[config.mk]
export PLATFORM = sky130hd
export DESIGN_NAME = frame_sum_collector
export DESIGN_NICKNAME = d
export VERILOG_FILES = /design/src/rtl/frame_sum_collector.sv
export SDC_FILE = /design/constraint.sdc
export NUM_CORES = 1
export LEC_CHECK = 0
export CAP_MARGIN = 10
export CORE_MARGIN = 2
export CORE_UTILIZATION = 55
export CTS_BUF_LIST = sky130_fd_sc_hd__clkbuf_4
export CTS_CLUSTER_SIZE = 40
export DETAILED_ROUTE_END_ITERATION = 10
export PLACE_DENSITY = 0.77
export REMOVE_ABC_BUFFERS = 1
export SLEW_MARGIN = 20
export SYNTH_ARGS = -nofsm -noshare
export SYNTH_HDL_FRONTEND = slang
export SYNTH_SLANG_ARGS = --single-unit
[constraint.sdc]
create_clock -name clk -period 2.7 [get_ports clk]
set_input_delay 0.27 -clock clk [delete_from_list [all_inputs] [get_ports clk]]
set_output_delay 0.27 -clock clk [all_outputs]
set_load 0.005 [all_outputs]
[src/rtl/frame_sum_collector.sv]
// frame_sum_collector: sums FRAME valid samples per frame into a DEPTH-entry FIFO.
// Optional macro FRAME_SUM_SAT_EN makes the frame accumulator saturate instead of wrap.
module frame_sum_collector #(
  parameter int W     = 8,
  parameter int FRAME = 4,
  parameter int DEPTH = 4,
  parameter int AW    = W + $clog2(FRAME)
) (
  input  logic                     clk,
  input  logic                     rst_n,
  input  logic                     clr,
  input  logic                     in_valid,
  input  logic [W-1:0]             in_data,
  output logic                     out_valid,
  input  logic                     out_ready,
  output logic [AW-1:0]            out_data,
  output logic [$clog2(DEPTH):0]   level,
  output logic                     overflow
);

  localparam int BW = $clog2(FRAME);
  localparam int PW = $clog2(DEPTH);
  localparam int LW = PW + 1;

  logic [AW-1:0] acc_q, acc_d;
  logic [BW-1:0] beat_q, beat_d;
  logic [LW-1:0] wr_q, wr_d;
  logic [LW-1:0] rd_q, rd_d;
  logic          ovf_q, ovf_d;
  logic [AW-1:0] mem_q [DEPTH];
  logic [AW-1:0] mem_d [DEPTH];

  logic [AW-1:0] sum;
  logic [LW-1:0] fill;
  logic          last;
  logic          empty;
  logic          full;
  logic          pop;
  logic          push_req;
  logic          push;
  logic          drop;

`ifdef FRAME_SUM_SAT_EN
  logic [AW:0] wide;
  // Clamp at all-ones; a clamped acc stays clamped since samples are unsigned.
  always_comb begin
    wide = {1'b0, acc_q} + {1'b0, AW'(in_data)};
    sum  = wide[AW] ? '1 : wide[AW-1:0];
  end
`else
  // Plain modulo-2**AW accumulation.
  always_comb begin
    sum = acc_q + AW'(in_data);
  end
`endif

  // Occupancy, handshake and push/drop decisions.
  always_comb begin
    fill     = wr_q - rd_q;
    empty    = (fill == '0);
    full     = (fill == LW'(DEPTH));
    last     = (beat_q == BW'(FRAME - 1));
    pop      = ~empty & out_ready;
    push_req = in_valid & last;
    push     = push_req & (~full | pop);
    drop     = push_req & full & ~pop;
  end

  // Next-state for accumulator, beat counter, FIFO pointers and storage.
  always_comb begin
    acc_d  = acc_q;
    beat_d = beat_q;
    wr_d   = wr_q;
    rd_d   = rd_q;
    ovf_d  = ovf_q;
    mem_d  = mem_q;
    if (clr) begin
      acc_d  = '0;
      beat_d = '0;
      wr_d   = '0;
      rd_d   = '0;
      ovf_d  = 1'b0;
    end else begin
      if (in_valid) begin
        if (last) begin
          acc_d  = '0;
          beat_d = '0;
        end else begin
          acc_d  = sum;
          beat_d = beat_q + BW'(1);
        end
      end
      if (pop) rd_d = rd_q + LW'(1);
      if (push) begin
        wr_d = wr_q + LW'(1);
        mem_d[wr_q[PW-1:0]] = sum;
      end
      if (drop) ovf_d = 1'b1;
    end
  end

  // State registers with asynchronous reset.
  always_ff @(posedge clk or negedge rst_n) begin
    if (!rst_n) begin
      acc_q  <= '0;
      beat_q <= '0;
      wr_q   <= '0;
      rd_q   <= '0;
      ovf_q  <= 1'b0;
      for (int i = 0; i < DEPTH; i++) mem_q[i] <= '0;
    end else begin
      acc_q  <= acc_d;
      beat_q <= beat_d;
      wr_q   <= wr_d;
      rd_q   <= rd_d;
      ovf_q  <= ovf_d;
      mem_q  <= mem_d;
    end
  end

  // Head entry is shown only while the FIFO holds data.
  always_comb begin
    out_valid = ~empty;
    out_data  = empty ? '0 : mem_q[rd_q[PW-1:0]];
    level     = fill;
    overflow  = ovf_q;
  end

endmodule

==> After elaboration in Yosys (flattened, before gate mapping) <==
Index checks and enable logic that the tools add are counted.
{ "classes": {"addsub": 5, "n_lt_le_gt_ge": 3, "n_eq_ne": 2, "n_mux": 19, "n_bitwise": 12, "reduce_logical": 7} }
{ "ops": {"columns": ["operator", "n"], "rows": [
  ["two-way mux 10 bit", 7],
  ["bitwise mux 40 bit", 1],
  ["binary-select mux 10 bit (select 2 bit)", 1],
  ["demux 10 bit (select 2 bit)", 1],
  ["two-way mux 3 bit", 4],
  ["adder 10 x 8 -> 10 bit", 1],
  ["nonzero test 2 bit", 4],
  ["adder 3 x 1 -> 3 bit (second input constant)", 2],
  [">= comparator 3 bit (second input constant)", 2],
  ["two-way mux 2 bit", 3],
  ["inverter 2 -> 3 bit", 2],
  ["AND 1 bit", 5],
  ["inverter 1 bit", 4],
  ["== test 3 bit (second input constant)", 1],
  ["logical NOT 3 bit", 1],
  ["< comparator 3 x 1 -> 1 bit (second input constant)", 1],
  ["subtractor 3 bit", 1],
  ["adder 2 x 1 -> 2 bit (second input constant)", 1],
  ["== test 2 bit (second input constant)", 1],
  ["two-way mux 1 bit", 2],
  ["AND reduction 2 bit", 1],
  ["logical AND 1 bit", 1],
  ["bitwise OR 1 bit", 1]
]} }
{ "totals": {"regBits": 59, "input_bits": 13, "output_inout_bits": 15, "wordCells": 57} }

==> Logic depth before layout (Yosys ltp) <==
Gate-level depths: netlist (run 1).
{ "logic_depth": {"depth_word": 8, "ltp_mapped": 10, "mapped_depth_nobuf": 8} }

==> Least setup slack after synthesis (run 1) <==
Ideal clock, no wire load.
{ "synth_timing": {"path_type": "reg2reg", "startpoint": "register wr_q[0]", "endpoint": "register mem_q[8] in the netlist's numbering", "setup_time_ps": 120, "arrival_ps": 2153, "t_required_ps": 2580, "slack_ps": 426, "stages_incl_launch_ff": 10, "path_buffers": 1, "period_less_slack_ps": 2274, "path_cell_list": "dfrtp_1 > inv_1 > ha_1 > fa_1 > and3b_1 > a211oi_4 > buf_6 > nand2_4 > and2_1 > a31o_2"} }
{ "synth_via": {"elab_chain_cells": 7, "elab_cells_between_ends": 16, "cone_classes": "add/sub: 1; order compare: 2; eq/ne: 1; mux: 3; bitwise: 6; reduce/logical: 3"} }
{ "synth_rtl": {"columns": ["element", "line_no", "source"], "rows": [
  ["from (decl)", "27", "logic [LW-1:0] wr_q, wr_d;"],
  ["from (signal assigned)", "114", "wr_q <= wr_d;"],
  ["subtractor 3 bit", "59", "fill = wr_q - rd_q;"],
  ["logical NOT 3 bit", "60", "empty = (fill == '0);"],
  ["inverter 1 bit", "63", "pop = ~empty & out_ready;"],
  ["AND 1 bit", "63", null],
  ["bitwise OR 1 bit", "65", "push = push_req & (~full | pop);"],
  ["AND 1 bit", "65", null],
  ["AND reduction 2 bit (no line)", null, null],
  ["to (signal assigned)", "117", "mem_q <= mem_d;"],
  ["to (decl)", "30", "logic [AW-1:0] mem_q [DEPTH];"]
]} }
Several ways; a longest one is shown, not always the timed one.
A chain may end at the register's enable or synchronous reset.

==> Worst setup path after layout (run 1) <==
{ "layout_timing": {"startpoint": "register wr_q[0]", "endpoint": "output out_data[7]"} }
{ "layout_via": {"elab_chain_cells": 3} }
{ "layout_rtl": {"columns": ["element", "line_no", "source"], "rows": [
  ["subtractor 3 bit", "59", null],
  ["logical NOT 3 bit", "60", null],
  ["two-way mux 10 bit", "124", "out_data = empty ? '0 : mem_q[rd_q[PW-1:0]];"],
  ["to (decl)", "16", "output logic [AW-1:0] out_data,"]
]} }
Every way passes these cells.

==> results of run 1 <==
-- cells in the final DEF, fill, tap and decap left out, types with 3 or more instances in the layout --
cell type / n
xor2_1: 5
xnor2_1: 5
o21ai_0: 30
clkinv_1: 3
a31oi_1: 3
dfrtp_1: 59
nand2b_1: 3
clkbuf_4: 10
mux2i_1: 4
buf_2: 8
buf_6: 6
ha_1: 14
mux4_2: 10
inv_1: 7
nor3_1: 3
nor2_1: 22
and2_4: 4
buf_4: 23
mux2_2: 8
a31o_2: 8
and2_1: 12
nand2_1: 40
clkdlybuf4s50_1: 15
nor2b_1: 3
nand3b_1: 4
a21oi_1: 11
-- repair_timing --
action | in CTS | in global routing
hold buffers | 1 | 0
gates resized for setup | 58 | 3
endpoints found under the setup margin | 11 | 16
endpoints found under the hold margin | 15 | 0
buffers inserted | 4 | 4
pin swaps | 4 | 4
-- routing by layer --
layer,up-vias,track usage,share of wire
li1,1149,-,-
met1,1115,0.317,0.47
met2,48,0.371,0.48
met3,8,0.0419,0.032
met4,0,0.0847,0.015
met5,-,0,0
-- logic make-up after synthesis --
kind of cell,Yosys count,share of synthesized area
buffers and inverters,23,0.0311
and+or+nand+nor,105,0.164
xor gates and xnor gates,11,0.0355
AOI/OAI and AO/OA,61,0.121
adders and majority gates,17,0.0717
muxes,22,0.112
DFF,59,0.465
-- worst max-delay path by stage --
stage | to | depth (start not counted)
floorplan | mem_q[38]$_DFFE_PN0P_ | 7
global placement | mem_q[26]$_DFFE_PN0P_ | 9
detailed placement | mem_q[26]$_DFFE_PN0P_ | 9
CTS | out_data[6] | 8
global route | out_data[5] | 7
finish | out_data[7] | 8
-- power groups by stage --
| stage | Combinational [uW] | Clock [uW] | Sequential (uW) |
|---|---|---|---|
| finish | 819 | 697 | 979 |
| CTS | 832 | 709 | 977 |
| detailed placement | 697 | 0 | 994 |
| global route | 912 | 740 | 985 |
| floorplan | 381 | 0 | 1010 |
| global placement | 683 | 0 | 990 |
-- layout make-up --
type / instances / area share
clock buffers: 10 / 0.0197
clock inverters: 6 / 0.0210
inverters: 10 / 0.00983
multi-input cells: 216 / 0.424
flip-flops and latches: 59 / 0.387
well taps: 72 / 0.0236
repair buffers: 53 / 0.115
-- registers in the layout, indices dropped and copies added, names as in the netlist --
register	cells
acc_q	10
beat_q	2
mem_q	40
overflow	1
rd_q	3
wr_q	3
-- worst max-delay path, stage by stage (launching register included) --
cell     delay (ps)
dfrtp_1         380
inv_2            50
ha_2            170
fa_2            550
inv_2            40
or3_4           380
buf_6           150
and2_1          130
buf_2           120
-- metrics by stage --
step                      setup WS (ps)  instances  hold slack [ps]
after floorplan                    -300        285            -25.6
after global placement            -40.2        402              201
after detailed placement          -46.2        402              211
after CTS                          -258        423              310
after global routing              -23.0        426              339
final                              77.3        426              319
==> parameters.txt, run 1 <==
Parameter                              Value

Timing
  Hold Violations, Final    0
  Peak clock frequency supported by timing    approximately 380 MHz
  Period utilization    0.971
  Worst-case clock skew    between 15 and 20 ps
  Worst Tran Pin Value    614 ps
  Setup TNS    0 ps
  # setup viols final    0
  Minimum clock period after layout    about 2600 ps
  Final count of pins violating max slew    0
  Worst slew slack as a fraction of its limit    0.588

Floorplan
  Starting utilization of the core area    0.573
  Die Wd    around 80 um
  Area of the die    ~6400 sq um
  Area of the core    5540 sq um
  Cell Rows    27
  Num ports    28
  Height of the die    80.0 um

Global routing
  Antenna violations before repair    0
  Via count of the first global-routing pass    about 2400
  All-Layer GR Usage    0.232
  First-pass GRT wire length    around 11 mm
  Grt ovf    0
  Largest net degree at the start of global routing    25

CTS
  Later-pin clock latency in the skew report    roughly 390 ps
  Number of H-tree levels    3
  CTS max path bufs    2
  Clk Tree Root Cell    clkbuf_4
  Clock transition at path regs    100 ps
  Clk sink count    59
  CTS tree    done
  Number of buffers inserted during clock tree synthesis    9

Routing
  Length of the first detailed-routing pass in iterations    4
  Violation count after the first detailed-routing iteration    around 150
  WL final    about 6.6 mm
  Per-cell via count in the routed design    ~5.4
  WL/cell    between 15 and 20 um
  Via total after detailed routing    around 2300
  Post-route DRC    0
  Routed Antenna Nets    0

Final layout
  Net count reported at finish    ~380
  Post-layout instance area    roughly 3800 sq um
  Final core area utilization    0.689
  Growth of design area from synthesis to finish    20.3%
  ANT cells    0
  Final-layout fill cell count    441
  Layout cells sized above 1    0.260
  Area of the multi-input gates    1620 sq um
  Area taken by flip-flops and latches    approximately 1500 sq um

Worst setup path
  Flop-to-flop setup slack    approximately 140 ps
  Maximum fanout encountered on the critical timing path    6
  Capturing element type of the critical path    output pin
  CP startpoint kind    register
  Critical Path RT    ~2400 ps
  Crit. Startpoint    wr_q[0]$_DFFE_PN0P_
  Crit Path Class    register to output pin
  Critical R2R Capture    mem_q[30]$_DFFE_PN0P_
  Worst-case reg-to-reg path depth    11
  Crit path arrival time    around 2400 ps
  Startpoint of the worst register-to-register path    wr_q[0]$_DFFE_PN0P_

Yosys
  Number of storage elements in the synthesis netlist    between 50 and 60
  Gate count after technology mapping    298
  Yosys warning total    0
  Register area share after synthesis    0.465
  Primary flip-flop cell chosen by synthesis mapping    dfrtp_1
  Netlist area before placement    between 3000 and 4000 sq um
  Most frequent cell after synthesis    dfrtp_1
  Cell taking the most area after synthesis    dfrtp_1
  Post-synth EDFFs    0
  Number of distinct standard cells referenced by the synthesized netlist    42
  Synthesized area per cell    roughly 11 sq um
  Synth cell count leaders    dfrtp_1, nand2_1, o21ai_0
  Leading cell types by total area after synthesis    dfrtp_1, mux4_2, ha_1, nand2_1, o21ai_0
  Fraction of post-synthesis cell area in the top cell type by area    0.465
  Proportion of register bits with asynchronous set or reset after synthesis    1.00

Placed design
  Weighted congestion reported at the end of routability-driven placement    roughly 0.80
  Total cell area at the placement stage    between 3000 and 4000 sq um
  Number of buffer cells added on primary ports    27
  Placed wire-length estimate    about 4.7 mm

Pwr
  Part of the total power dissipated in combinational logic    0.328
  Power density over the cells    between 600 and 700 nW/um^2
  Net switching fraction of the power    0.301
  Internal    1740 uW
  Net switching power of the design    751 uW
  Largest voltage drop on the vdd net    ~0.4 mV
  Leakage power summed over all cells    about 0.0018 uW
  Overall power consumption    between 2000 and 2500 uW
  Sequential group share of total power    0.392
  Relative contribution of the clock network to total power    0.279

Outcome
  Result of the run    finished clean

Run
  Max-capacitance violation count    0

Min path
  Worst Hold Class    input port to async pin
Power figures use the tool's default switching activity.
==> run 2: changes to the inputs <==
CTS_BUF_LIST = default   (was sky130_fd_sc_hd__clkbuf_4)
==> parameters.txt, run 2 (same netlist as run 1, synthesis figures left out) <==
Parameter                              Value

Final layout
  Number of flip-flops under the largest register name    40 (unchanged)
  Register bank with the most flops    mem_q (unchanged)
  Growth of design area from synthesis to finish    22.1% (was 20.3%)
  ANT cells    0 (unchanged)
  Commonest non-fill, non-tap cell in the layout    dfrtp_1 (unchanged)
  Layout cells sized above 1    0.258 (was 0.260)
  Biggest regs    mem_q: 40 flops, acc_q: 10 flops (unchanged)
  Net count reported at finish    378 (was 379)
  Non-filler instance count after layout    425 (was 426)
  Final-layout fill cell count    427 (was 441)
  Final core area utilization    0.699 (was 0.689)
  Highest-count cells in the layout ignoring fill and taps    dfrtp_1, nand2_1, o21ai_0, nor2_1, buf_4 (was dfrtp_1, nand2_1, o21ai_0, buf_4, nor2_1)

Timing
  Setup repair after global routing missed its margin    no
  Minimum clock period after layout    2550 ps (was 2620 ps)
  Worst-case clock skew    7.62 ps (was 15.2 ps)
  Setup TNS    0 ps (unchanged)
  Worst Tran Pin Value    600 ps (was 614 ps)
  Worst hold slack    374 ps (was 319 ps)
  Hold Violations, Final    0 (unchanged)
  Peak clock frequency supported by timing    392 MHz (was 381 MHz)
  Worst slew slack as a fraction of its limit    0.597 (was 0.588)
  Period utilization    0.945 (was 0.971)
  # setup viols final    0 (unchanged)
  Final count of pins violating max slew    0 (unchanged)

Pwr
  Net switching fraction of the power    0.288 (was 0.301)
  Sequential group share of total power    0.365 (was 0.392)
  Largest voltage drop on the vdd net    0.431 mV (was 0.410 mV)
  Internal    1910 uW (was 1740 uW)
  Net switching power of the design    774 uW (was 751 uW)
  Power density over the cells    693 nW/um^2 (was 653 nW/um^2)
  Leakage power summed over all cells    0.00184 uW (was 0.00182 uW)
  Overall power consumption    2690 uW (was 2490 uW)
  Part of the total power dissipated in combinational logic    0.294 (was 0.328)
  Relative contribution of the clock network to total power    0.341 (was 0.279)

Worst setup path
  CP startpoint kind    register (unchanged)
  Worst-case reg-to-reg path depth    10 (was 11)
  Crit path arrival time    2770 ps (was 2350 ps)
  Maximum fanout encountered on the critical timing path    14 (was 6)
  Most frequent cell on the critical path    buf_4 (was inv_2)
  Buffer and inverter count on the worst path    4 (unchanged)
  Startpoint of the worst register-to-register path    rd_q[0]$_DFFE_PN0P_ (was wr_q[0]$_DFFE_PN0P_)
  Delay-heaviest family, CP    buffers and inverters (was adder cells)
  Biggest cell delay along the critical path    400 ps (was 550 ps)
  Crit-path cells    ha_2 > fa_2 > xor3_2 > buf_4 > buf_4 > a211oi_4 > buf_4 > nand2_1 > buf_4 > mux2_2 (was inv_2 > ha_2 > fa_2 > inv_2 > or3_4 > buf_6 > and2_1 > buf_2)
  Crit Path Class    register to register (was register to output pin)
  Capturing element type of the critical path    register (was output pin)
  Critical Path RT    2920 ps (was 2430 ps)
  Flop-to-flop setup slack    150 ps (was 140 ps)
  Critical R2R Capture    mem_q[20]$_DFFE_PN0P_ (was mem_q[30]$_DFFE_PN0P_)
  Critical path's slowest cell    dfrtp_1 (was fa_2)

Placed design
  Placed wire-length estimate    4.65 mm (unchanged)
  Weighted congestion reported at the end of routability-driven placement    0.799 (unchanged)
  Number of placed cells counting well taps    402 (unchanged)
  Number of buffer cells added on primary ports    27 (unchanged)

Routing
  Total length of routed met3 wires    331 um (was 215 um)
  Uppermost layer routed    met4 (unchanged)
  Via total after detailed routing    2310 (was 2320)
  Post-Route M1 WL    3.11 mm (was 3.15 mm)
  WL final    6.61 mm (was 6.63 mm)
  WL/cell    15.5 um (was 15.6 um)
  Per-cell via count in the routed design    5.44 (was 5.45)
  Routed length on met2    3.11 mm (was 3.16 mm)
  Violation count after the first detailed-routing iteration    145 (was 149)
  Length of the first detailed-routing pass in iterations    4 (unchanged)
  Routed Antenna Nets    0 (unchanged)
  Post-route DRC    0 (unchanged)

CTS
  Clk Tree Root Cell    clkbuf_8 (was clkbuf_4)
  Number of H-tree levels    3 (unchanged)
  CTS max path bufs    2 (unchanged)
  Number of buffers inserted during clock tree synthesis    9 (unchanged)
  Later-pin clock latency in the skew report    340 ps (was 390 ps)
  Clock transition at path regs    70 ps (was 100 ps)
  CTS tree    done (unchanged)
  Clk sink count    59 (unchanged)

Global routing
  Largest net degree at the start of global routing    25 (unchanged)
  First-pass GRT wire length    11.3 mm (about the same)
  Via count of the first global-routing pass    2360 (was 2378)
  Grt ovf    0 (unchanged)
  Antenna violations before repair    0 (unchanged)
  All-Layer GR Usage    0.232 (about the same)

Floorplan
  Height of the die    80.0 um (unchanged)
  Cell Rows    27 (unchanged)
  Area of the core    5540 sq um (unchanged)
  Num ports    28 (unchanged)
  Die Wd    80.0 um (unchanged)
  Starting utilization of the core area    0.573 (unchanged)
  Area of the die    6400 sq um (unchanged)

Min path
  Worst Hold Class    input port to async pin (unchanged)

Outcome
  Result of the run    finished clean (unchanged)

Run
  Max-capacitance violation count    0 (unchanged)
-- run 2: cell types whose count changed in the layout (fill, tap and decap cells not counted), sizes merged --
cell	change
clkbuf	+2
clkinv	-2
buf	-1
-- run 2: power groups by stage --
stage | Combinational (uW) | Clock (uW) | Sequential (uW)
after floorplan | 381 | 0 | 1010
after global placement | 683 | 0 | 990
after detailed placement | 697 | 0 | 994
after CTS | 816 | 930 | 978
after global routing | 881 | 960 | 985
final | 791 | 916 | 979
-- run 2: layout make-up --
class | count | area [sq um] | share of cell area
multi-input cells | 216 | 1620 | 0.417
clock inverters | 4 | 72.6 | 0.0187
repair buffers | 52 | 427 | 0.110
flip-flops and latches | 59 | 1480 | 0.381
inverters | 10 | 37.5 | 0.00969
well taps | 72 | 90.1 | 0.0232
clock buffers | 12 | 155 | 0.0400
-- run 2: timing repair --
item	in CTS	in global routing
hold buffers	1	0
pin swaps	4	4
gates resized for setup	57	2
endpoints found under the hold margin	15	0
setup buffers	4	3
setup endpoints to repair	11	15
-- run 2: worst reg2reg max path: cells and delay by family, from the launching register on --
family	cells	cell delay [ps]
simple gates	1	110
buf+inv	4	710
compound gates	1	180
fa+ha+maj	2	510
flops	1	400
xor+xnor	1	240
mux	1	290
-- run 2: per-layer routing --
layer,global-route usage,vias to the layer above
met4,0.0695,0
met5,0,-
li1,-,1144
met1,0.315,1109
met3,0.0566,4
met2,0.370,53
-- run 2: worst max path at each step --
stage	from	end	slack (ps)	depth (start not counted)
after detailed placement	in_data[0]	mem_q[26]$_DFFE_PN0P_	-50	9
after CTS	rd_q[0]$_DFFE_PN0P_	out_data[6]	-180	8
after floorplan	rd_q[0]$_DFFE_PN0P_	mem_q[38]$_DFFE_PN0P_	-300	7
after global routing	wr_q[0]$_DFFE_PN0P_	mem_q[20]$_DFFE_PN0P_	40	11
after global placement	in_data[0]	mem_q[26]$_DFFE_PN0P_	-40	9
final	rd_q[0]$_DFFE_PN0P_	mem_q[20]$_DFFE_PN0P_	150	10
-- run 2: metrics by stage --
stage,area [sq um],setup slack (ps)
after detailed placement,3600,-46.2
after floorplan,3110,-300
after global routing,3870,38.6
after CTS,3860,-178
after global placement,3600,-40.2
final,3870,148
==> run 3: changes to the inputs <==
SLEW_MARGIN = default   (was 20)
==> results of run 3 <==
The final DEF is identical to that of run 2; final timing and power are the same.
